===== src/rtl/pulse_param_loader.sv =====
// Purpose : validates 7-byte host parameter frames (A5, ADDR, D3..D0, CHK), writes a
//           staging bank, and copies the whole bank to the active outputs on a sequence boundary.
// Latency : frame_ok/frame_err and the staged write land 1 cycle after the CHK byte;
//           active outputs update 3 cycles after a sync_in rise, or COMMIT_TIMEOUT cycles
//           after the commit request if no edge arrives.
// Backpressure: none; every rx_valid byte is consumed, and stalled frames are dropped after
//           BYTE_TIMEOUT idle cycles.
//
// Ports:
//   clk_pll, reset           200 MHz clock, synchronous active-low reset
//   rx_data/rx_valid         byte stream from the host UART receiver
//   sync_in                  asynchronous period-start marker from the sequencer
//   period..block            active parameter bank driving the sequencer
//   param_update             1-cycle pulse when the active bank is loaded
//   frame_ok/frame_err       1-cycle frame verdicts (frame_err also flags a refused commit)
//   commit_pending           a commit has been requested and has not executed yet
module pulse_param_loader #(
  parameter logic [31:0] BYTE_TIMEOUT   = 32'd2000000,
  parameter logic [31:0] COMMIT_TIMEOUT = 32'd40000000,
  parameter logic [31:0] DEF_PERIOD     = 32'd200000,
  parameter logic [31:0] DEF_WIDTH      = 32'd30,
  parameter logic [31:0] DEF_DELAY      = 32'd200
) (
  input  logic        clk_pll,
  input  logic        reset,
  input  logic [7:0]  rx_data,
  input  logic        rx_valid,
  input  logic        sync_in,
  output logic [31:0] period,
  output logic [31:0] p1width,
  output logic [31:0] delay,
  output logic [31:0] p2width,
  output logic [6:0]  pre_att,
  output logic [6:0]  post_att,
  output logic [7:0]  cpmg,
  output logic [7:0]  pulse_block,
  output logic [15:0] pulse_block_off,
  output logic        pump,
  output logic        block,
  output logic        param_update,
  output logic        frame_ok,
  output logic        frame_err,
  output logic        commit_pending
);

  typedef enum logic [1:0] {
    ST_IDLE,
    ST_ADDR,
    ST_DATA,
    ST_CHK
  } state_t;

  typedef struct packed {
    logic [31:0] period;
    logic [31:0] p1width;
    logic [31:0] delay;
    logic [31:0] p2width;
    logic [6:0]  pre_att;
    logic [6:0]  post_att;
    logic [7:0]  cpmg;
    logic [7:0]  pulse_block;
    logic [15:0] pulse_block_off;
    logic        pump;
    logic        block;
  } param_t;

  localparam param_t PARAM_RST = '{
    period:          DEF_PERIOD,
    p1width:         DEF_WIDTH,
    delay:           DEF_DELAY,
    p2width:         DEF_WIDTH,
    pre_att:         7'd127,
    post_att:        7'd127,
    cpmg:            8'd0,
    pulse_block:     8'd100,
    pulse_block_off: 16'd1000,
    pump:            1'b1,
    block:           1'b0
  };

  localparam logic [7:0] HDR_BYTE = 8'hA5;

  state_t      state_q, state_d;
  logic [1:0]  byte_cnt_q, byte_cnt_d;
  logic [7:0]  addr_q, addr_d;
  logic [31:0] data_q, data_d;
  logic [7:0]  xor_q, xor_d;
  logic [31:0] byte_tmr_q, byte_tmr_d;
  param_t      stg_q, stg_d;
  param_t      act_q, act_d;
  logic        commit_pending_q, commit_pending_d;
  logic [31:0] commit_tmr_q, commit_tmr_d;
  logic        param_update_q, param_update_d;
  logic        frame_ok_q, frame_ok_d;
  logic        frame_err_q, frame_err_d;
  logic        sync_meta_q, sync_meta_d;
  logic        sync_sync_q, sync_sync_d;
  logic        sync_prev_q, sync_prev_d;

  logic        commit_req;
  logic        sync_rise;
  logic        commit_fire;

  always_comb begin
    state_d          = state_q;
    byte_cnt_d       = byte_cnt_q;
    addr_d           = addr_q;
    data_d           = data_q;
    xor_d            = xor_q;
    byte_tmr_d       = byte_tmr_q;
    stg_d            = stg_q;
    act_d            = act_q;
    commit_pending_d = commit_pending_q;
    commit_tmr_d     = commit_tmr_q;
    param_update_d   = 1'b0;
    frame_ok_d       = 1'b0;
    frame_err_d      = 1'b0;
    commit_req       = 1'b0;

    sync_meta_d = sync_in;
    sync_sync_d = sync_meta_q;
    sync_prev_d = sync_sync_q;
    sync_rise   = sync_sync_q & ~sync_prev_q;

    // Inter-byte timer only runs while a frame is open.
    if (rx_valid || (state_q == ST_IDLE)) begin
      byte_tmr_d = '0;
    end else begin
      byte_tmr_d = byte_tmr_q + 32'd1;
    end

    if (rx_valid) begin
      unique case (state_q)
        ST_IDLE: begin
          if (rx_data == HDR_BYTE) begin
            state_d = ST_ADDR;
          end
        end
        ST_ADDR: begin
          addr_d     = rx_data;
          xor_d      = rx_data;
          byte_cnt_d = 2'd0;
          state_d    = ST_DATA;
        end
        ST_DATA: begin
          data_d     = {data_q[23:0], rx_data};
          xor_d      = xor_q ^ rx_data;
          byte_cnt_d = byte_cnt_q + 2'd1;
          if (byte_cnt_q == 2'd3) begin
            state_d = ST_CHK;
          end
        end
        ST_CHK: begin
          state_d = ST_IDLE;
          if (rx_data != xor_q) begin
            frame_err_d = 1'b1;
          end else begin
            frame_ok_d = 1'b1;
            case (addr_q)
              8'h00:   stg_d.period          = data_q;
              8'h01:   stg_d.p1width         = data_q;
              8'h02:   stg_d.delay           = data_q;
              8'h03:   stg_d.p2width         = data_q;
              8'h04:   stg_d.pre_att         = data_q[6:0];
              8'h05:   stg_d.post_att        = data_q[6:0];
              8'h06:   stg_d.cpmg            = data_q[7:0];
              8'h07:   stg_d.pulse_block     = data_q[7:0];
              8'h08:   stg_d.pulse_block_off = data_q[15:0];
              8'h09: begin
                stg_d.pump  = data_q[0];
                stg_d.block = data_q[1];
              end
              8'h0F:   commit_req = 1'b1;
              default: begin
                frame_ok_d  = 1'b0;
                frame_err_d = 1'b1;
              end
            endcase
          end
        end
        default: state_d = ST_IDLE;
      endcase
    end else if ((state_q != ST_IDLE) && (byte_tmr_q >= BYTE_TIMEOUT)) begin
      frame_err_d = 1'b1;
      state_d     = ST_IDLE;
    end

    // Commit copies stg_q, not stg_d: a write landing in the same cycle stays
    // staged for the next commit instead of leaking into this one.
    commit_fire = commit_pending_q &&
                  (sync_rise || ((commit_tmr_q + 32'd1) >= COMMIT_TIMEOUT));

    if (commit_pending_q) begin
      commit_tmr_d = commit_tmr_q + 32'd1;
    end else begin
      commit_tmr_d = '0;
    end

    if (commit_fire) begin
      commit_pending_d = 1'b0;
      commit_tmr_d     = '0;
      if (stg_q.period == 32'd0) begin
        // A zero period would stall the sequencer; refuse the whole bank.
        frame_err_d = 1'b1;
      end else begin
        act_d          = stg_q;
        param_update_d = 1'b1;
      end
    end else if (commit_req) begin
      // Repeat requests while pending leave the running timer untouched.
      commit_pending_d = 1'b1;
    end
  end

  always_ff @(posedge clk_pll) begin
    if (!reset) begin
      state_q          <= ST_IDLE;
      byte_cnt_q       <= '0;
      addr_q           <= '0;
      data_q           <= '0;
      xor_q            <= '0;
      byte_tmr_q       <= '0;
      stg_q            <= PARAM_RST;
      act_q            <= PARAM_RST;
      commit_pending_q <= 1'b0;
      commit_tmr_q     <= '0;
      param_update_q   <= 1'b0;
      frame_ok_q       <= 1'b0;
      frame_err_q      <= 1'b0;
      sync_meta_q      <= 1'b0;
      sync_sync_q      <= 1'b0;
      sync_prev_q      <= 1'b0;
    end else begin
      state_q          <= state_d;
      byte_cnt_q       <= byte_cnt_d;
      addr_q           <= addr_d;
      data_q           <= data_d;
      xor_q            <= xor_d;
      byte_tmr_q       <= byte_tmr_d;
      stg_q            <= stg_d;
      act_q            <= act_d;
      commit_pending_q <= commit_pending_d;
      commit_tmr_q     <= commit_tmr_d;
      param_update_q   <= param_update_d;
      frame_ok_q       <= frame_ok_d;
      frame_err_q      <= frame_err_d;
      sync_meta_q      <= sync_meta_d;
      sync_sync_q      <= sync_sync_d;
      sync_prev_q      <= sync_prev_d;
    end
  end

  assign period          = act_q.period;
  assign p1width         = act_q.p1width;
  assign delay           = act_q.delay;
  assign p2width         = act_q.p2width;
  assign pre_att         = act_q.pre_att;
  assign post_att        = act_q.post_att;
  assign cpmg            = act_q.cpmg;
  assign pulse_block     = act_q.pulse_block;
  assign pulse_block_off = act_q.pulse_block_off;
  assign pump            = act_q.pump;
  assign block           = act_q.block;
  assign param_update    = param_update_q;
  assign frame_ok        = frame_ok_q;
  assign frame_err       = frame_err_q;
  assign commit_pending  = commit_pending_q;

endmodule


===== config.mk =====
export PLATFORM = sky130hd
export DESIGN_NAME = pulse_param_loader
export DESIGN_NICKNAME = d
export VERILOG_FILES = /design/src/rtl/pulse_param_loader.sv
export SDC_FILE = /design/constraint.sdc
export NUM_CORES = 1
export LEC_CHECK = 0
export CAP_MARGIN = 5
export CORE_UTILIZATION = 45
export CTS_CLUSTER_DIAMETER = 120
export CTS_CLUSTER_SIZE = 24
export DETAILED_ROUTE_END_ITERATION = 6
export GPL_ROUTABILITY_DRIVEN = 0
export GPL_TIMING_DRIVEN = 0
export PLACE_DENSITY = 0.63
export SYNTH_ARGS = -nofsm -noshare
export SYNTH_HDL_FRONTEND = slang
export SYNTH_SLANG_ARGS = --single-unit

===== constraint.sdc =====
create_clock -name clk_pll -period 4.65 [get_ports clk_pll]
set_input_delay 0.465 -clock clk_pll [delete_from_list [all_inputs] [get_ports clk_pll]]
set_output_delay 0.465 -clock clk_pll [all_outputs]
set_load 0.02 [all_outputs]

# Word-level counts from Yosys, hierarchy flattened
# Index checks and enable logic that the tools add are counted.
# Widths: inputs -> output; s select.
word_totals:
  regBits: 475
  in_bits: 12
  out_inout_bits: 180
  elab_cells: 119
classes:
  n_addsub: 3
  n_lt_le_gt_ge: 2
  eq_ne: 18
  mux: 20
  bitwise_logic: 9
  n_reduce_logical: 31
op_table:
  columns: ["operator", "count"]
  rows:
  - ["$add 32x1->32 const B", 2]
  - ["$reduce_and 4->1", 10]
  - ["$eq 8x3->1 const B", 4]
  - ["$ge 32x21->1 const B", 1]
  - ["$ge 32x26->1 const B", 1]
  - ["$logic_not 32->1", 1]
  - ["$eq 8x4->1 const B", 3]
  - ["$eq 8x2->1 const B", 2]
  - ["$pmux 8 s2", 1]
  - ["$mux 1", 13]
  - ["$reduce_or 11->1", 1]
  - ["$reduce_and 2->1", 5]
  - ["$eq 8x1->1 const B", 1]
  - ["$eq 8x8->1 const B", 1]
  - ["$logic_not 8->1", 1]
  - ["$mux 2", 4]
  - ["$ne 8x8->1", 1]
  - ["$pmux 2 s4", 1]
  - ["$xor 8x8->8", 1]
  - ["$not 1->1", 7]
  - ["$eq 2x2->1 const B", 3]
  - ["$reduce_bool 2->1", 3]
  - ["$pmux 2 s2", 1]
  - ["$reduce_or 2->1", 2]
  - ["other kinds (11)", 13]

# Longest topological paths before layout
logic_depth:
  depth_word: 8
  mapped_depth: 12
  depth_no_buf: 9

# Worst setup path before layout
# Ideal clock, no wire load.
synth_path:
  kind: "reg2reg"
  start: "register commit_tmr_q[0]"
  end: "register param_update_q (netlist: param_update)"
  setup_ps: 115
  arrival_time_ps: 2718
  t_required_ps: 4535
  slack_ps: 1817
  path_stages_with_launch: 12
  n_path_buf: 3
  period_less_slack_ps: 2833
  cell_sequence: "dfxtp_1 ha_1 nand4_1 or3_1 nor4_2 a31oi_1 nor3_2 o22ai_2 buf_6 buf_6 buf_6 and2_1"
synth_between:
  elab_chain_len: 5
synth_rtl:
  columns: ["element", "line", "source"]
  rows:
  - ["start: declaration", "92", "logic [31:0] commit_tmr_q, commit_tmr_d;"]
  - ["start signal: assignment", "243", "commit_tmr_q <= commit_tmr_d;"]
  - ["$add 32x1->32", "191", "(sync_rise || ((commit_tmr_q + 32'd1) >= COMMIT_TIMEOUT));"]
  - ["$ge 32x26->1", "191", null]
  - ["$logic_or 1x1->1", "191", null]
  - ["$logic_and 1x1->1", "190", "commit_fire = commit_pending_q &&"]
  - ["$reduce_and 2->1 (no source line)", null, null]
  - ["end signal: assignment", "244", "param_update_q <= param_update_d;"]
  - ["end: declaration", "93", "logic param_update_q, param_update_d;"]
# No other way between the ends.
# A chain may end at the register's enable or synchronous reset.

# Worst setup path after layout
layout_path:
  start: "register commit_tmr_q[0]"
  end: "register act_q (netlist bit p1width[7])"
layout_between:
  elab_chain_len: 5
layout_rtl:
  columns: ["element", "line", "source"]
  rows:
  - ["$add 32x1->32", "191", null]
  - ["$ge 32x26->1", "191", null]
  - ["$logic_or 1x1->1", "191", null]
  - ["$logic_and 1x1->1", "190", null]
  - ["$reduce_and 2->1 (no source line)", null, null]
  - ["end signal: assignment", "241", "act_q <= act_d;"]
  - ["end: declaration", "90", "param_t act_q, act_d;"]
# No other way between the ends.

==> impl_metrics.csv <==
group,metric,value,unit
clocking,clock_latency,0.55,ns
timing,relSlewSlack,0.147,
clocking,clock_tree.buffer_depth,3,
cells_and_area,nNetsFinal,2396,
logic_synthesis,ys_ff_latch,475,
global_routing,grtUsageTotal,0.240,
worst_setup_path,critPathArrivalTime,3.86,ns
logic_synthesis,yosysTopAreaCellShare,0.488,
worst_setup_path,cp-start-kind,"flop",
timing,worstMarginPinSlew,1.28,ns
place,dp_cells,2927,
power_and_ir_drop,ir_worst_vdd,0.000217,V
logic_synthesis,yosysMostFrequentCell,"nand2_1",
timing,post-route-min-period,3.39,ns
die,die_x,210,um
logic_synthesis,synth_ff_type,"dfxtp_1",
drt,drt-total-wl,53400,um
global_routing,grt_pass1_wl,83400,um
timing,hold_viol_final,0,
logic_synthesis,synthCells,2155,
worst_setup_path,crit_chain,"ha_1 > nand4_1 > nor4_4 > mux2i_1 > a211oi_1 > nor4_4 > o22ai_2 > buf_6 > buf_6 > buf_6 > mux2i_1",
logic_synthesis,synth_area_per_cell,9.03,sq um
logic_synthesis,post_synth_num_cell_types,59,
global_routing,grt_pass1_vias,14814,
drt,ant_nets,0,
min_path,holdPathStages,1,
global_routing,grt-ovfl-total,0,
worst_setup_path,critPathKind,"flop to flop",
clocking,ctsResizeCount,0,
timing,fin_setup_tns,0,ns
power_and_ir_drop,report.power.total,6.39,mW
worst_setup_path,crit_path_frequent_cell,"buf_6",
die,start_util,0.460,
cells_and_area,post-route-util,0.536,
drt,wire_per_inst,18.1,um
timing,max_freq,0.295,GHz
drt,drtPass1Iterations,6,
min_path,hp-class,"flop to flop",
logic_synthesis,synth_top_cell_by_area,"dfxtp_1",
logic_synthesis,seq_area_frac_synth,0.488,
timing,fin_crit_sh,0.729,
worst_setup_path,slowest_delay,0.55,ns
clocking,cts_buffers,23,
logic_synthesis,synth_edf_count,0,
die,core_area,0.0423,sq mm
die,die_area,0.0441,sq mm
drt,vias,15132,
cells_and_area,antenna_cells,0,
die,die_h,210,um
worst_setup_path,ff2ff_path_depth,11,
cells_and_area,num-fill-cells,3946,
timing,setup_viol_count_final,0,
power_and_ir_drop,p_leak,7.34,nW
logic_synthesis,synth-async-reset-ratio,0,
die,ios,192,
logic_synthesis,synth_top_cells_by_area,"dfxtp_1 (49%), mux2i_1 (14%), nand2_1 (12%), a21boi_0 (5.2%), nor2b_1 (4.8%)",
timing,rsz0062_at_grt,"false",
drt,first_iter_violations,1082,
drt,drc,0,
clocking,htreeDepth,1,
global_routing,grt_max_degree,25,
flow_run,maxCapViolCount,0,
cells_and_area,finalNonFillerCells,2951,
logic_synthesis,syn_area,0.0195,sq mm
drt,routed_via_density,5.13,
place,hpwl,39100,um
clocking,cts_tree,"done",
outcome,outcome,"completed",
clocking,holdBufCountCts,0,
clocking,cts-root-buf,"clkbuf_16",
timing,finClkSkew,0.0189,ns
worst_setup_path,slowest_stage,"a211oi_1",
power_and_ir_drop,power_density,281,mW/mm^2
timing,slew_violations,0,
cells_and_area,area_growth,16.6,%
worst_setup_path,cp-end-kind,"flop",
logic_synthesis,synth_common_cells,"nand2_1 (610), dfxtp_1 (475), mux2i_1 (267)",
clocking,cts.sinks,475,
clocking,cts_setup_buffers,0,
logic_synthesis,yosysWarnings,0,
clocking,path_clk_slew,0.10,ns
cells_and_area,drive_gt1_frac,0.0270,
place,portBuffers,190,
die,rows,75,
global_routing,grt_antenna_before_repair,0,
worst_setup_path,crit_path_max_fanout,10,
worst_setup_path,cp.required,5.11,ns
[area by class of cell]
| class | instances | area [sq um] | area share |
|---|---|---|---|
| multi-input cells | 1519 | 9210 | 0.406 |
| plain buffers | 148 | 701 | 0.0309 |
| repair buffers | 190 | 1900 | 0.0838 |
| inverters | 18 | 67.6 | 0.00298 |
| well taps | 577 | 722 | 0.0318 |
| flip-flops and latches | 475 | 9510 | 0.419 |
| clock inverters | 1 | 7.51 | 0.000331 |
| clock buffers | 23 | 576 | 0.0254 |
[kinds of logic after synthesis]
kind of cell / after synthesis / share of synthesized area
AND/OR/NAND/NOR: 986 / 0.232
flip-flops: 475 / 0.488
multiplexers: 267 / 0.137
AO/OA/AOI/OAI: 196 / 0.0725
buffers and inverters: 166 / 0.0395
XOR/XNOR: 55 / 0.0247
adder cells (fa/ha/maj): 9 / 0.00578
other: 1 / 0.000193
[stage by stage]
stage               setup slack, ns  hold WS (ns)  instance area (sq um)
floorplan                      1.82         0.412                  19500
global placement              0.860         0.415                  22100
detailed placement            0.852         0.420                  22100
CTS                            1.28         0.398                  22700
global route                   1.03         0.467                  22700
finish                         1.26         0.444                  22700
[critical path, delay by kind of cell, from the launching register on]
family	cells	cell delay, ns
compound gates	2	0.72
fa+ha+maj	1	0.26
buf+inv	3	0.61
flops	1	0.38
mux	2	0.36
simple gates	3	0.95
[flip-flops by register name (all words and copies together), names as in the netlist, 2 cells and up]
name	flops
stg_q	176
byte_tmr_q	32
commit_tmr_q	32
data_q	32
delay	32
p1width	32
p2width	32
period	32
pulse_block_off	16
addr_q	8
cpmg	8
pulse_block	8
xor_q	8
post_att	7
pre_att	7
byte_cnt_q	2
state_q	2
[final timing paths]
path / endpoint / slack, ns / from
setup / recovery: p1width[7] / 1.26 / commit_tmr_q[0]
hold / removal: sync_prev_d / 0.44 / sync_meta_q
setup reg to reg: p1width[7] / 1.26 / commit_tmr_q[0]
hold reg to reg: sync_prev_d / 0.44 / sync_meta_q
[where the power goes]
part	switching [mW]	internal, mW	total, mW
logic	0.110	0.0535	0.164
registers	0.00220	4.07	4.07
clock network	1.26	0.891	2.15
[cells in the final DEF, fill, tap and decap left out, types with 3 or more instances in the layout]
cell and count:
o21ai_0 24, nand3b_1 3, a21oi_1 15, buf_4 6
nand2b_1 3, xnor2_1 29, dfxtp_1 475, nand3_1 37
nor3_1 14, nor4_4 3, nor2_1 75, ha_1 9
and4_1 6, mux2i_1 267, a21boi_0 134, buf_1 3
conb_1 6, clkbuf_1 121, inv_1 18, or4_1 6
clkbuf_16 23, nand4_1 20, or3_1 7, a31oi_1 3
and3_1 7, buf_6 16, nand2_1 610, and2_1 12
clkdlybuf4s50_1 190, nor4_1 21, nor2b_1 148, xor2_1 26
[layer usage]
layer	wire, um	up-vias	track usage
met4	1080	0	0.0526
li1	-	7486	-
met5	0	-	0
met3	2140	63	0.0209
met2	25300	317	0.415
met1	24900	7266	0.326
Note: power is estimated with default switching activity, not from simulation.
==> RTL change: new RTL, config.mk and constraints unchanged <==
Encoding of `state_t`: now one-hot (4 bits for 4 states).
--- a/src/rtl/pulse_param_loader.sv
+++ b/src/rtl/pulse_param_loader.sv
@@ -44,9 +44,9 @@
 );
 
-  typedef enum logic [1:0] {
-    ST_IDLE,
-    ST_ADDR,
-    ST_DATA,
-    ST_CHK
+  typedef enum logic [3:0] {
+    ST_IDLE = 4'b0001,
+    ST_ADDR = 4'b0010,
+    ST_DATA = 4'b0100,
+    ST_CHK  = 4'b1000
   } state_t;
 
Function: no difference found for any inputs over 4 cycles, from zero or initial values and one cycle with reset low; so few cycles prove little.
==> RTL change against the unedited design <==
Design area shrank 2.2%; power up 0.57%; synthesized area down 2.3%; utilization increased by 0.12 points; clock skew increased by 0.011 ns; critical path depth rose by 2; combinational power fell by 7%; routed wire length rose by 1.6%; sequential cell count rose by 2; setup slack worse by 0.46 ns; sequential share of layout area is 1.1 points higher; largest power group unchanged.
==> RTL change: results (changes against the unedited design) <==
The flow ran to the end, and the final reports show no timing, DRC or antenna violations. The placed wire-length estimate after detailed placement came out at 39200 microns (was 39100 microns). The number of nets in the layout came out at 2402 (was 2396). The highest-delay cell along the critical path is sky130_fd_sc_hd__a211oi_2 (was sky130_fd_sc_hd__a211oi_1). The flip-flop count of the largest register, all copies and words added works out to 176 (unchanged). Most frequent cells after synthesis: 648 x sky130_fd_sc_hd__nand2_1, 477 x sky130_fd_sc_hd__dfxtp_1, 180 x sky130_fd_sc_hd__mux2i_1 (was 610 x sky130_fd_sc_hd__nand2_1, 475 x sky130_fd_sc_hd__dfxtp_1, 267 x sky130_fd_sc_hd__mux2i_1). The CTS buffer count is 23 (unchanged). The switching part of the total was 21.8% (was 21.5%); the highest achievable clock rate was 260 MHz (was 295 MHz). Number of search-and-repair iterations in the first detailed-routing pass: 5 (was 6). The share of cells above drive strength 1 was 2.22% (was 2.70%).

The detailed-route wire length came out at 54300 microns (was 53400 microns). Leading post-synthesis cells by cell area: sky130_fd_sc_hd__dfxtp_1 50%, sky130_fd_sc_hd__nand2_1 13%, sky130_fd_sc_hd__mux2i_1 9.5% (was sky130_fd_sc_hd__dfxtp_1 49%, sky130_fd_sc_hd__mux2i_1 14%, sky130_fd_sc_hd__nand2_1 12%). Global-route wire length before repair: 84600 microns (was 83400 microns).

Peak fanout along the critical path: 10 (unchanged). The pin slew with the least headroom to its limit was 1.13 ns (was 1.28 ns). The maximum number of pins on one net before global-route repair was 25 (unchanged). Leakage power figure: 7.45 nW (was 7.34 nW). The path category of the worst min-delay check was in -> reg (was reg -> reg). Global routing usage summed across all routing layers: 24.7% (was 24.0%). Launch point of the worst hold path: reset (was sync_meta_q).

The total vias in the final route is 15500 (was 15100). The via count of the first global-routing pass came out at 14800 (about the same). The sequential share of the synthesized area is 50.2% (was 48.8%). DRC marker count from the first detailed-route iteration: 1258 (was 1082).

The logs give 2166 (was 2155) for the post-synthesis cell count and 2893 (was 2927) for the number of instances in the placed design. The count of unique library cells instantiated by Yosys was 57 (was 59). The worst vdd rail ir drop came out at 0.165 mV (was 0.217 mV). The quantity of I/O buffers inserted on ports is 190 (unchanged).

The average vias per placed instance is 5.33 (was 5.13), and the latest clock arrival within the worst-skew pair is 0.57 ns (was 0.55 ns). The delay of the slowest cell on the worst path was 0.53 ns (was 0.55 ns). The final clock skew came out at 0.0301 ns (was 0.0189 ns).
## RTL change: worst paths after layout
path | end | slack [ns] | depth (start not counted)
setup / recovery | param_update | 0.80 | 13
hold / removal | byte_tmr_q[31] | 0.45 | 3
setup reg to reg | param_update | 0.80 | 13
hold reg to reg | sync_prev_d | 0.45 | 1
## RTL change: through the flow
step | instance area [sq um] | hold WS [ns] | setup slack (ns) | util (%)
floorplan | 19000 | 0.412 | 1.83 | -
global placement | 21600 | 0.416 | 0.528 | 52.3
detailed placement | 21600 | 0.425 | 0.461 | 52.3
CTS | 22200 | 0.454 | 0.823 | 53.7
global route | 22200 | 0.480 | 0.572 | 53.7
finish | 22200 | 0.445 | 0.800 | 53.7
## RTL change: cells by family (layout without fill, tap and decap cells)
group	Yosys count	count (layout)	share of synthesized area, %
AO/OA/AOI/OAI	320	320	12.2
XOR/XNOR	64	64	2.95
adder cells (fa/ha/maj)	4	4	0.263
buffers and inverters	204	418	4.46
flip-flops	477	477	50.2
multiplexers	180	180	9.47
other	1	6	0.0197
AND/OR/NAND/NOR	916	916	20.5
## RTL change: power by group through the flow
stage	registers [W]	clock network, W	logic, W
finish	0.00409	0.00218	0.000152
global route	0.00409	0.00238	0.000164
CTS	0.00409	0.00223	0.000152
detailed placement	0.00419	0	0.000152
global placement	0.00418	0	0.000149
floorplan	0.00418	0	0.0000901
## RTL change: routing by layer
layer	track usage [%]	vias up	part of all wire, %
met5	0	-	0
met4	5.62	0	2.0
met3	2.75	68	5.3
met2	39.8	402	45
met1	35.5	7423	48
li1	-	7645	-
## RTL change: layout make-up
type	instances	area (sq um)
plain buffers	157	672
clock buffers	23	576
clock inverters	1	5.00
fillers	3957	19100
inverters	47	176
multi-input cells	1490	8650
flip-flops and latches	477	9550
well taps	532	666
repair buffers	190	1900
